===== config.mk =====
export PLATFORM = sky130hd
export DESIGN_NAME = keypad_code_entry_flat
export DESIGN_NICKNAME = d
export VERILOG_FILES = /design/src/rtl/keypad_code_entry_pkg.sv /design/src/rtl/keypad_code_entry_if.sv /design/src/rtl/keypad_code_entry_key_debouncer.sv /design/src/rtl/keypad_code_entry.sv /design/src/flat_wrapper.sv
export SDC_FILE = /design/constraint.sdc
export NUM_CORES = 1
export LEC_CHECK = 0
export BUFFER_PORTS_ARGS = -buffer_cell sky130_fd_sc_hd__buf_2
export CORE_UTILIZATION = 63
export DETAILED_ROUTE_END_ITERATION = 6
export PLACE_DENSITY = 0.86
export SYNTH_ARGS = -nofsm -noshare
export SYNTH_HDL_FRONTEND = slang
export SYNTH_SLANG_ARGS = --single-unit

===== constraint.sdc =====
create_clock -name clock_100Mhz -period 5.2 [get_ports clock_100Mhz]
set_input_delay 1.04 -clock clock_100Mhz [delete_from_list [all_inputs] [get_ports clock_100Mhz]]
set_output_delay 1.04 -clock clock_100Mhz [all_outputs]
set_load 0.005 [all_outputs]

===== src/rtl/keypad_code_entry_pkg.sv =====
// Shared definitions for the keypad code-entry block: debounce FSM states,
// default special key codes and the digit nibble width.
package keypad_code_entry_pkg;

  localparam int NIBBLE_W = 4;

  localparam logic [NIBBLE_W-1:0] DEF_IDLE_CODE = 4'hF;
  localparam logic [NIBBLE_W-1:0] DEF_CLEAR_KEY = 4'hA;
  localparam logic [NIBBLE_W-1:0] DEF_BACK_KEY  = 4'hB;

  typedef enum logic [1:0] {
    ST_IDLE         = 2'd0,
    ST_PRESS_WAIT   = 2'd1,
    ST_HELD         = 2'd2,
    ST_RELEASE_WAIT = 2'd3
  } deb_state_e;

endpackage


===== src/rtl/keypad_code_entry_if.sv =====
// Bundle between the keypad decoder / game logic (master) and the code-entry block (slave).
// The master drives the raw key code and lock; the slave returns key events and the collected code.
interface keypad_code_entry_if
  import keypad_code_entry_pkg::*;
#(
  parameter int NUM_DIGITS = 4
);

  logic [NIBBLE_W-1:0]            key_code;
  logic                           lock;
  logic [NIBBLE_W*NUM_DIGITS-1:0] entered_code;
  logic [2:0]                     digit_count;
  logic                           code_entered;
  logic                           key_strobe;
  logic [NIBBLE_W-1:0]            key_value;

  modport master (
    output key_code,
    output lock,
    input  entered_code,
    input  digit_count,
    input  code_entered,
    input  key_strobe,
    input  key_value
  );

  modport slave (
    input  key_code,
    input  lock,
    output entered_code,
    output digit_count,
    output code_entered,
    output key_strobe,
    output key_value
  );

endinterface


===== src/rtl/keypad_code_entry_key_debouncer.sv =====
// Debounces the raw key code into one event per press; the strobe appears DEBOUNCE_CYCLES
// cycles after the first stable sample. No backpressure: events are one-cycle pulses.
module key_debouncer
  import keypad_code_entry_pkg::*;
#(
  parameter int                  DEBOUNCE_CYCLES = 50000,
  parameter logic [NIBBLE_W-1:0] IDLE_CODE       = DEF_IDLE_CODE
) (
  input  logic                clock_100Mhz,
  input  logic                reset,
  input  logic [NIBBLE_W-1:0] key_code,
  output logic                accept,
  output logic [NIBBLE_W-1:0] accept_key,
  output logic                key_strobe,
  output logic [NIBBLE_W-1:0] key_value
);

  localparam int CNT_W = $clog2(DEBOUNCE_CYCLES) + 1;
  localparam logic [CNT_W-1:0] CNT_ONE  = CNT_W'(1);
  localparam logic [CNT_W-1:0] CNT_DONE = CNT_W'(DEBOUNCE_CYCLES);
  localparam logic [CNT_W-1:0] CNT_MAX  = {CNT_W{1'b1}};

  deb_state_e          state_q, state_d;
  logic [CNT_W-1:0]    cnt_q, cnt_d;
  logic [CNT_W-1:0]    cnt_inc;
  logic [NIBBLE_W-1:0] cand_q, cand_d;
  logic                strobe_q, strobe_d;
  logic [NIBBLE_W-1:0] value_q, value_d;

  always_ff @(posedge clock_100Mhz or posedge reset) begin
    if (reset) begin
      state_q  <= ST_IDLE;
      cnt_q    <= '0;
      cand_q   <= IDLE_CODE;
      strobe_q <= 1'b0;
      value_q  <= '0;
    end else begin
      state_q  <= state_d;
      cnt_q    <= cnt_d;
      cand_q   <= cand_d;
      strobe_q <= strobe_d;
      value_q  <= value_d;
    end
  end

  always_comb begin
    state_d  = state_q;
    cnt_d    = cnt_q;
    cand_d   = cand_q;
    value_d  = value_q;
    accept   = 1'b0;
    // Saturating increment: the counter must never wrap back into a "fresh" range.
    cnt_inc  = (cnt_q == CNT_MAX) ? cnt_q : cnt_q + CNT_ONE;

    unique case (state_q)
      ST_IDLE: begin
        if (key_code != IDLE_CODE) begin
          cand_d  = key_code;
          cnt_d   = CNT_ONE;
          state_d = ST_PRESS_WAIT;
        end
      end
      ST_PRESS_WAIT: begin
        if (key_code != cand_q) begin
          cnt_d   = '0;
          state_d = ST_IDLE;
        end else if (cnt_inc >= CNT_DONE) begin
          cnt_d   = cnt_inc;
          accept  = 1'b1;
          value_d = cand_q;
          state_d = ST_HELD;
        end else begin
          cnt_d = cnt_inc;
        end
      end
      ST_HELD: begin
        // Any non-idle code keeps the key held; a changed code is not a new press.
        if (key_code == IDLE_CODE) begin
          cnt_d   = CNT_ONE;
          state_d = ST_RELEASE_WAIT;
        end
      end
      ST_RELEASE_WAIT: begin
        if (key_code != IDLE_CODE) begin
          cnt_d   = '0;
          state_d = ST_HELD;
        end else if (cnt_inc >= CNT_DONE) begin
          cnt_d   = '0;
          state_d = ST_IDLE;
        end else begin
          cnt_d = cnt_inc;
        end
      end
      default: begin
        cnt_d   = '0;
        state_d = ST_IDLE;
      end
    endcase

    strobe_d = accept;
  end

  assign accept_key = cand_q;
  assign key_strobe = strobe_q;
  assign key_value  = value_q;

endmodule


===== src/rtl/keypad_code_entry.sv =====
// Collects debounced hex key presses into a NUM_DIGITS shift buffer with clear/backspace;
// buffer and code_entered update on the same edge as key_strobe. No backpressure.
module keypad_code_entry
  import keypad_code_entry_pkg::*;
#(
  parameter int                  DEBOUNCE_CYCLES = 50000,
  parameter int                  NUM_DIGITS      = 4,
  parameter logic [NIBBLE_W-1:0] IDLE_CODE       = DEF_IDLE_CODE,
  parameter logic [NIBBLE_W-1:0] CLEAR_KEY       = DEF_CLEAR_KEY,
  parameter logic [NIBBLE_W-1:0] BACK_KEY        = DEF_BACK_KEY
) (
  input  logic                clock_100Mhz,
  input  logic                reset,
  keypad_code_entry_if.slave  kif
);

  localparam int         CODE_W = NIBBLE_W * NUM_DIGITS;
  localparam logic [2:0] FULL   = 3'(NUM_DIGITS);

  logic                accept;
  logic [NIBBLE_W-1:0] accept_key;
  logic                key_strobe;
  logic [NIBBLE_W-1:0] key_value;

  logic [CODE_W-1:0]   code_q, code_d;
  logic [2:0]          count_q, count_d;
  logic                entered_q, entered_d;

  key_debouncer #(
    .DEBOUNCE_CYCLES (DEBOUNCE_CYCLES),
    .IDLE_CODE       (IDLE_CODE)
  ) u_debouncer (
    .clock_100Mhz (clock_100Mhz),
    .reset        (reset),
    .key_code     (kif.key_code),
    .accept       (accept),
    .accept_key   (accept_key),
    .key_strobe   (key_strobe),
    .key_value    (key_value)
  );

  always_ff @(posedge clock_100Mhz or posedge reset) begin
    if (reset) begin
      code_q    <= '0;
      count_q   <= '0;
      entered_q <= 1'b0;
    end else begin
      code_q    <= code_d;
      count_q   <= count_d;
      entered_q <= entered_d;
    end
  end

  always_comb begin
    code_d    = code_q;
    count_d   = count_q;
    entered_d = 1'b0;

    // lock only matters on the edge that accepts a press.
    if (accept && !kif.lock) begin
      if (accept_key == CLEAR_KEY) begin
        code_d  = '0;
        count_d = '0;
      end else if (accept_key == BACK_KEY) begin
        if (count_q != 3'd0) begin
          code_d  = code_q >> NIBBLE_W;
          count_d = count_q - 3'd1;
        end
      end else if (count_q < FULL) begin
        code_d    = {code_q[CODE_W-NIBBLE_W-1:0], accept_key};
        count_d   = count_q + 3'd1;
        entered_d = ((count_q + 3'd1) == FULL);
      end else begin
        // A digit after a complete code starts the next code from scratch.
        code_d  = {{(CODE_W-NIBBLE_W){1'b0}}, accept_key};
        count_d = 3'd1;
      end
    end
  end

  assign kif.entered_code = code_q;
  assign kif.digit_count  = count_q;
  assign kif.code_entered = entered_q;
  assign kif.key_strobe   = key_strobe;
  assign kif.key_value    = key_value;

endmodule

===== src/flat_wrapper.sv =====
// flat-port wrapper written by rule: the top's interface ports become plain ports
module keypad_code_entry_flat import keypad_code_entry_pkg::*;
#(
  parameter int                  DEBOUNCE_CYCLES = 50000,
  parameter int                  NUM_DIGITS      = 4,
  parameter logic [NIBBLE_W-1:0] IDLE_CODE       = DEF_IDLE_CODE,
  parameter logic [NIBBLE_W-1:0] CLEAR_KEY       = DEF_CLEAR_KEY,
  parameter logic [NIBBLE_W-1:0] BACK_KEY        = DEF_BACK_KEY
)
  (clock_100Mhz, reset, kif_key_code, kif_lock, kif_entered_code, kif_digit_count, kif_code_entered, kif_key_strobe, kif_key_value);
  keypad_code_entry_if #(.NUM_DIGITS(NUM_DIGITS)) kif_i ();
  input  logic clock_100Mhz;
  input  logic reset;
  input wire logic [$bits(kif_i.key_code)-1:0] kif_key_code;
  input wire logic [$bits(kif_i.lock)-1:0] kif_lock;
  output wire logic [$bits(kif_i.entered_code)-1:0] kif_entered_code;
  output wire logic [$bits(kif_i.digit_count)-1:0] kif_digit_count;
  output wire logic [$bits(kif_i.code_entered)-1:0] kif_code_entered;
  output wire logic [$bits(kif_i.key_strobe)-1:0] kif_key_strobe;
  output wire logic [$bits(kif_i.key_value)-1:0] kif_key_value;
  assign kif_i.key_code = kif_key_code;
  assign kif_i.lock = kif_lock;
  assign kif_entered_code = kif_i.entered_code;
  assign kif_digit_count = kif_i.digit_count;
  assign kif_code_entered = kif_i.code_entered;
  assign kif_key_strobe = kif_i.key_strobe;
  assign kif_key_value = kif_i.key_value;
  keypad_code_entry #(.DEBOUNCE_CYCLES(DEBOUNCE_CYCLES), .NUM_DIGITS(NUM_DIGITS), .IDLE_CODE(IDLE_CODE), .CLEAR_KEY(CLEAR_KEY), .BACK_KEY(BACK_KEY)) u_core (.clock_100Mhz(clock_100Mhz), .reset(reset), .kif(kif_i));
endmodule

[After elaboration in Yosys (flattened, before gate mapping)]
Index checks and enable logic that the tools add are counted.
Word-level totals
  register bits after elaboration: 48
  output and inout bits: 25
Operators by class
  add/subtract/negate cells: 3
  $lt $le $gt $ge: 2
  equality and inequality tests: 15
  multiplexer cells: 29
  bitwise gates (word level): 1
  reduce and logical (&&, ||, !) cells: 9
Operators by type and width (count)
  2-to-1 mux 17 bit: 6
  one-hot mux 17 bit (4 select lines): 1
  2-to-1 mux 16 bit: 4
  adder 17 x 1 -> 17 bit, second input constant: 1
  equality test 17 bit, second input constant: 1
  >= comparator 17 x 16 -> 1 bit, second input constant: 1
  equality test 4 bit, second input constant: 3
  2-to-1 mux 2 bit: 6
  2-to-1 mux 3 bit: 4
  one-hot mux 2 bit (4 select lines): 1
  2-to-1 mux 1 bit: 7
  inequality test 3 bit, second input constant: 2
  AND reduction 2 bit: 3
  equality test 2 bit, second input constant: 2
  inequality test 2 bit, second input constant: 2
  inequality test 4 bit: 1
  inequality test 4 bit, second input constant: 1
  AND reduction 4 bit: 1
  adder 3 x 1 -> 3 bit, second input constant: 1
  equality test 3 bit, second input constant: 1
  < comparator 3 bit, second input constant: 1
  inequality test 3 x 2 -> 1 bit, second input constant: 1
  AND reduction 3 bit: 1
  nonzero test 3 bit: 1
  other kinds (6): 6

[Depth between registers and ports, before layout]
Gate-level depths: netlist (run 1).
  depth after elaboration: 8
  gate-level depth with buffers: 11
  gate-level depth less buffers: 10

[Hierarchy]
A second synthesis (run 1) with hierarchy kept.
Unflattened totals
  cell total of the unflattened synthesis: 328
  area total of the unflattened synthesis: 2974.1 sq um
By module, submodules not included
  key_debouncer: instances 1, cells an instance 204, area an instance 1841.8 sq um, sequential area each 705.7 sq um
  keypad_code_entry: instances 1, cells an instance 124, area an instance 1132.3 sq um, sequential area each 500.5 sq um

[Worst setup path after synthesis (run 1)]
OpenSTA, ideal clock, no wires.
  kind: register -> register
  start point: reg u_core.u_debouncer.cnt_q[0]
  end point: reg u_core.code_q[1] (netlist: u_core.kif.entered_code[1])
  library setup time: 0.125 ns
  arrival time: 2.765 ns
  slack: 2.309 ns
  stages on the path, launching flop included: 12
  buffers on the path: 2
  clock period less this slack: 2.891 ns
  cells stage by stage: dfrtp_1 -> ha_1 -> and3_1 -> buf_4 -> and4_4 -> o31ai_1 -> and4_1 -> o21ai_2 -> nand3_4 -> a311oi_4 -> buf_8 -> mux2_4
On the way
  cells in the longest elaborated chain, start to end: 8
  elaborated cells between the ends (all ways): 9
Ends and longest elaborated chain
  from (decl): line keypad_code_entry_key_debouncer.sv:24  | logic [CNT_W-1:0] cnt_q, cnt_d;
  from (signal assigned): line keypad_code_entry_key_debouncer.sv:39  | cnt_q <= cnt_d;
  adder 17 x 1 -> 17 bit or equality test 17 bit (tied branches): line keypad_code_entry_key_debouncer.sv:53  | cnt_inc = (cnt_q == CNT_MAX) ? cnt_q : cnt_q + CNT_ONE;
  2-to-1 mux 17 bit (*): line keypad_code_entry_key_debouncer.sv:53
  >= comparator 17 x 16 -> 1 bit (*): line keypad_code_entry_key_debouncer.sv:67  | end else if (cnt_inc >= CNT_DONE) begin
  2-to-1 mux 1 bit (*): line keypad_code_entry_key_debouncer.sv:67
  2-to-1 mux 1 bit (*): line keypad_code_entry_key_debouncer.sv:64  | if (key_code != cand_q) begin
  2-to-1 mux 1 bit (*): line keypad_code_entry_key_debouncer.sv:55  | unique case (state_q)
  logical AND 1 bit (*): line keypad_code_entry.sv:60  | if (accept && !kif.lock) begin
  AND reduction 2 bit (no line) (*)
  to (signal assigned): line keypad_code_entry.sv:48  | code_q <= code_d;
  to (decl): line keypad_code_entry.sv:25  | logic [CODE_W-1:0] code_q, code_d;
Every way passes the cells marked *; elsewhere a longest branch is shown, timed or not.
A chain may end at the register's enable or synchronous reset.

[Worst setup path after layout (run 1)]
  start point: reg u_core.u_debouncer.cnt_q[1]
  end point: reg u_core.code_q[4] (netlist: u_core.kif.entered_code[4])
Same word-level chain as after synthesis.

==> results.md, run 1 <==
- Run status: completed
- Startpoint types: flip-flop
- Drt pass-1 iters: 4
- Mapped Cells: 298
- Vias: 2411
- Grt ovf: 0
- Family with the most delay on the worst path: compound AO/OA/AOI/OAI gates
- Worst-Skew Late Latency: 0.31 ns
- Number of clock sinks: 48
- Final WL: 6460 microns
- Wire length per cell: 17.4 microns
- Row cnt: 24
- Multi-input logic area: 1530 sq um
- Number of fill cells: 302
- Register area: 1210 sq um
- Die width: 70.3 microns
- Worst Path Required: 5.40 ns
- Vias per cell: 6.50
- Hold_buf cts: 0
- Worst path max stage delay: 0.98 ns
- WP buf/inv: 0
- Crit path max fanout: 19
- Hold Crit Class: flip-flop to flip-flop
- WP data arrival: 3.85 ns
- Fin crit share: 70.3%
- Reg2reg end: u_core.kif.entered_code[4]
- Port bufs: 31
- Total negative slack: 0 ns
- GPL Wtd Cong: 0.979
- VDD IR max: 0.321 mV
- Seq/Total Area, Yosys: 41.1%
- Initial core utilization: 66.5%
- Leak: 1.37 nW
- Worst path cell trace: ha_1, and3_1, nand4_1, a21oi_1, a211oi_1, o21ai_2, nand3_4, a311oi_4, mux2_2
- Final nets: 331
- Max clock buf depth: 2
- Finish-stage setup viols: 0
- Hold EP: u_core.u_debouncer.key_value[3]
- Worst-path clk slew: 0.09 ns
- Crit end category: flip-flop
- Flop2flop setup slack: 1.54 ns
- Min setup slack post-route: 1.54 ns
- First-pass GRT wire length: 10700 microns
- Hold Path Origin: u_core.u_debouncer.key_value[3]
- Die ar.: 4940 sq um
- Avg Cell Area, Syn: 9.85 sq um
- Final HPWL DP: 4460 microns
- Initial DRC Count: 275
- Core footprint: 4410 sq um
- Synthesized area: 2940 sq um
- #FFs+latches synth: 48
- Syn_nets: 311
- Fin. Hold Viols: 0
- RSZ-0062 raised after global routing: false
- CP max stage cell: a311oi_4
- Slew Limit Fails: 0
- H-tree depth: 2
- Largest net degree at the start of global routing: 49
- Tmin final: 3.66 ns
- Asr flop ratio synth: 100%
- Worst Tran Pin Value: 1.13 ns
- MaxCap Viol Count: 0
- Most frequent cells in the layout: 44 x dfrtp_1, 31 x buf_2, 27 x nand2_1
- Overall power: 0.000896 W
- Post-synth top flop: dfrtp_1
- # resized after CTS: 0
- CTS Buf Count: 5
- DRC viols: 0
- Die Ht: 70.3 microns
- GRT Util Overall: 26.9%
- Root Buffer: clkbuf_8
- Layout cells sized above 1: 23.5%
- Netlist cell types: 60
- N_diodes: 0
- CTS tree: done
- Max Fclk: 0.274 GHz
- Post-synth EDFFs: 0
- Initial antenna violation count: 0
- Yosys warns: 0
- Hold WS: 0.511 ns
- Number of cells on the worst reg-to-reg path: 9
- Worst r2r src: u_core.u_debouncer.cnt_q[1]
- Worst Skew: 0.0148 ns
- Most common cell after layout, fill and taps aside: dfrtp_1
- Slew margin rel.: 24.5%
- Worst Hold Depth: 1
- Syn-to-layout area delta: 6.90%
- PwrDens: 285 nW/um^2
- DP Worst Slack: 1.65 ns
- Post-route ant nets: 0
- Number of global-route vias before repair: 2225
- Setup CP Type: flip-flop to flip-flop
- Post-CTS Setup Bufs: 0
- IO Pins: 32
-- synthesized netlist by cell type, types with 3 or more instances --
cell type,number,area [sq um]
and3_1,6,37.5
o21ai_0,18,90.1
dfrtp_1,44,1100
or3_1,5,31.3
clkbuf_1,6,22.5
buf_6,5,56.3
and4_1,7,61.3
xor2_1,3,26.3
nand3_1,14,70.1
a22o_1,9,78.8
nand2_1,27,101
mux2_2,17,191
a21oi_1,14,70.1
a41oi_1,3,26.3
buf_2,4,20.0
nor3_1,3,15.0
o211ai_1,3,22.5
xnor2_1,4,35.0
mux2_4,3,45.0
nor2_1,13,48.8
mux2i_1,5,50.1
inv_1,19,71.3
dfstp_2,4,105
o22ai_1,4,25.0
nand4_1,10,62.6
ha_1,6,75.1
-- registers in the layout, indices dropped and copies added (netlist names) --
name / flops
u_core.u_debouncer.key_value: 4
u_core.kif.code_entered: 1
u_core.u_debouncer.state_q: 2
u_core.kif.entered_code: 16
u_core.u_debouncer.accept_key: 4
u_core.u_debouncer.key_strobe: 1
u_core.u_debouncer.cnt_q: 17
u_core.kif.digit_count: 3
-- worst max path at each step --
stage,startpoint,to,slack (ns),cells after the start
detailed placement,u_core.u_debouncer.cnt_q[1],u_core.kif.entered_code[6],1.65,9
CTS,u_core.u_debouncer.cnt_q[1],u_core.kif.entered_code[4],1.62,9
finish,u_core.u_debouncer.cnt_q[1],u_core.kif.entered_code[4],1.54,9
global route,u_core.u_debouncer.cnt_q[1],u_core.kif.entered_code[4],1.30,9
global placement,u_core.u_debouncer.cnt_q[1],u_core.kif.entered_code[10],1.74,9
floorplan,u_core.u_debouncer.cnt_q[0],u_core.kif.entered_code[1],2.31,11
-- metal layers --
metal	up-vias	global-route usage, %	share of wire, %
li1	1133	-	-
met1	1174	36.4	44
met2	92	43.2	49
met3	12	5.05	5.8
met4	0	10.0	1.7
met5	-	0	0
-- area by class of cell --
type	instances	area share (%)
multi-input combinational	213	48.7
sequential	48	38.4
timing repair buffer	31	4.94
inverter	19	2.27
clock buffer	5	2.19
tap	52	2.07
clock inverter	3	1.36
-- metrics by stage --
step	std cells	area, sq um	utilization [%]
CTS	371	3140	71.1
global route	371	3140	71.1
floorplan	298	2940	-
detailed placement	363	3030	68.6
global placement	363	3030	68.6
finish	371	3140	71.1
-- kinds of logic after synthesis --
logic type / share of synthesized area [%]
mux: 9.76
simple gates: 18.9
xor+xnor: 2.09
fa+ha+maj: 2.56
flops: 41.1
buf+inv: 6.82
compound gates: 18.8
-- power by group --
part / internal, W / switching, W / leakage [nW]
clock: 0.000142 / 0.000130 / 0.0541
sequential: 0.000411 / 0.0000546 / 0.621
combinational: 0.0000603 / 0.0000982 / 0.698
total: 0.000613 / 0.000283 / 1.37
Power figures use the tool's default switching activity.
==> run 2: changes to the inputs <==
Settings changed: CORE_UTILIZATION 63 to 59, PLACE_DENSITY 0.86 to 0.81.
Clock period 5.2 ns to 3.6 ns, I/O delays scaled along.
==> run 2 against run 1 <==
Sequential share of layout area fell by 0.38 points. Register-to-register slack worse by 1.2 ns. Flip-flop and latch count did not move. Total power is 39% higher. Worst setup slack worse by 1.2 ns. Via count increased by 0.66%. Critical path depth unchanged. Clock skew decreased by 0.0053 ns. Clock power up 23%. First-iteration DRC count rose by 0.36%. Die area increased by 6.6%. Critical path type unchanged. Critical endpoint is now u_core.u_debouncer.cnt_q[10]. Largest cell class unchanged. Largest power group unchanged.
==> results.md, run 2 (synthesized netlist as in run 1, its figures left out) <==
- Run status: completed
- Fin crit share: 89.6%
- Layout cells sized above 1: 24.1%
- Die Ht: 72.6 microns
- Row cnt: 25
- Hold_buf cts: 0
- Crit path max fanout: 11
- Core footprint: 4750 sq um
- Top reg by flops: u_core.u_debouncer.cnt_q
- Vias: 2427
- DP Worst Slack: 0.415 ns
- First-pass GRT wire length: 10700 microns
- MaxCap Viol Count: 0
- Number of clock sinks: 48
- Worst Skew: 0.00948 ns
- Final WL: 6250 microns
- Leak: 1.39 nW
- GPL Wtd Cong: 1.00
- Worst-Skew Late Latency: 0.31 ns
- Post-CTS Setup Bufs: 0
- Setup CP Type: flip-flop to flip-flop
- Grt ovf: 0
- Vias per cell: 6.22
- Fin. Hold Viols: 0
- Wire length per cell: 16.0 microns
- Max clock buf depth: 2
- Drt pass-1 iters: 5
- Root Buffer: clkbuf_8
- Final HPWL DP: 4430 microns
- Worst Tran Pin Value: 0.974 ns
- Initial core utilization: 61.8%
- # resized after CTS: 0
- Cell area after layout: 3170 sq um
- RSZ-0062 raised after global routing: false
- Max reg flops: 17
- Initial DRC Count: 276
- IO Pins: 32
- Hold WS: 0.518 ns
- DRC viols: 0
- Largest net degree at the start of global routing: 49
- Initial antenna violation count: 0
- N_diodes: 0
- Slew margin rel.: 35.0%
- Min setup slack post-route: 0.375 ns
- Worst-path clk slew: 0.09 ns
- Total negative slack: 0 ns
- Die width: 72.6 microns
- Number of global-route vias before repair: 2307
- Hold Crit Class: flip-flop to flip-flop
- H-tree depth: 2
- PwrDens: 392 nW/um^2
- Post-route ant nets: 0
- Worst Path Required: 3.82 ns
- Most frequent cells in the layout: 44 x dfrtp_1, 31 x buf_2, 27 x nand2_1
- CTS tree: done
- Number of fill cells: 388
- Final nets: 335
- CTS Buf Count: 5
- Finish-stage setup viols: 0
- Placed Area: 3080 sq um
- Port bufs: 31
- Tmin final: 3.23 ns
- Syn-to-layout area delta: 7.97%
- GRT Util Overall: 26.3%
- Startpoint types: flip-flop
- WP data arrival: 3.44 ns
- Max Fclk: 0.310 GHz
- Crit end category: flip-flop
- VDD IR max: 0.344 mV
- Most common cell after layout, fill and taps aside: dfrtp_1
- Slew Limit Fails: 0
- Die ar.: 5260 sq um
==> run 2: report_power, final <==
group,internal [W],leakage [nW],switching (W)
Clock,0.000156,0.0445,0.000181
Sequential,0.000593,0.621,0.0000791
Combinational,0.0000939,0.720,0.000140
==> run 2: per-stage QoR <==
| stage | utilization [%] | total power (W) | std cells |
|---|---|---|---|
| 3_5_place_dp | 64.7 | 0.000913 | 382 |
| 5_1_grt | 66.7 | 0.00131 | 390 |
| 6_report | 66.7 | 0.00124 | 390 |
| 2_1_floorplan | - | 0.000838 | 298 |
| 3_3_place_gp | 64.7 | 0.000904 | 382 |
| 4_1_cts | 66.7 | 0.00125 | 390 |
==> run 2: layer usage <==
layer,routed length [microns],track usage [%],part of all wire (%)
met5,0,0,0
met4,116,9.59,1.9
met3,342,4.31,5.5
met2,3090,43.7,49
met1,2700,34.9,43
==> run 2: layout make-up <==
type / instances / area (sq um) / share of cell area (%)
clock buffer: 7 / 86.3 / 2.72
multi-input combinational: 213 / 1530 / 48.3
inverter: 19 / 71.3 / 2.25
tap: 67 / 83.8 / 2.64
clock inverter: 1 / 7.51 / 0.237
sequential: 48 / 1210 / 38.0
timing repair buffer: 35 / 185 / 5.84
==> run 2: critical path, cell delays in order (launching register included) <==
cell and delay, ns:
dfrtp_1 0.43, ha_1 0.24, and3_1 0.41, and3_1 0.28, mux2_2 0.36, a2111oi_2 0.40, o21ai_2 0.16, a21boi_1 0.28
a21oi_1 0.25, o32ai_1 0.32
==> run 2: worst paths after layout <==
kind	to	slack, ns	startpoint	cells past startpoint
worst max register to register	u_core.u_debouncer.cnt_q[10]	0.37	u_core.u_debouncer.cnt_q[1]	9
worst min-delay path	u_core.u_debouncer.key_value[3]	0.52	u_core.u_debouncer.key_value[3]	1
max in group asynchronous	u_core.u_debouncer.cnt_q[12]	2.36	reset	2
min in group asynchronous	u_core.u_debouncer.cnt_q[9]	0.63	reset	2
worst min register to register	u_core.u_debouncer.key_value[3]	0.52	u_core.u_debouncer.key_value[3]	1
worst max-delay path	u_core.u_debouncer.cnt_q[10]	0.37	u_core.u_debouncer.cnt_q[1]	9
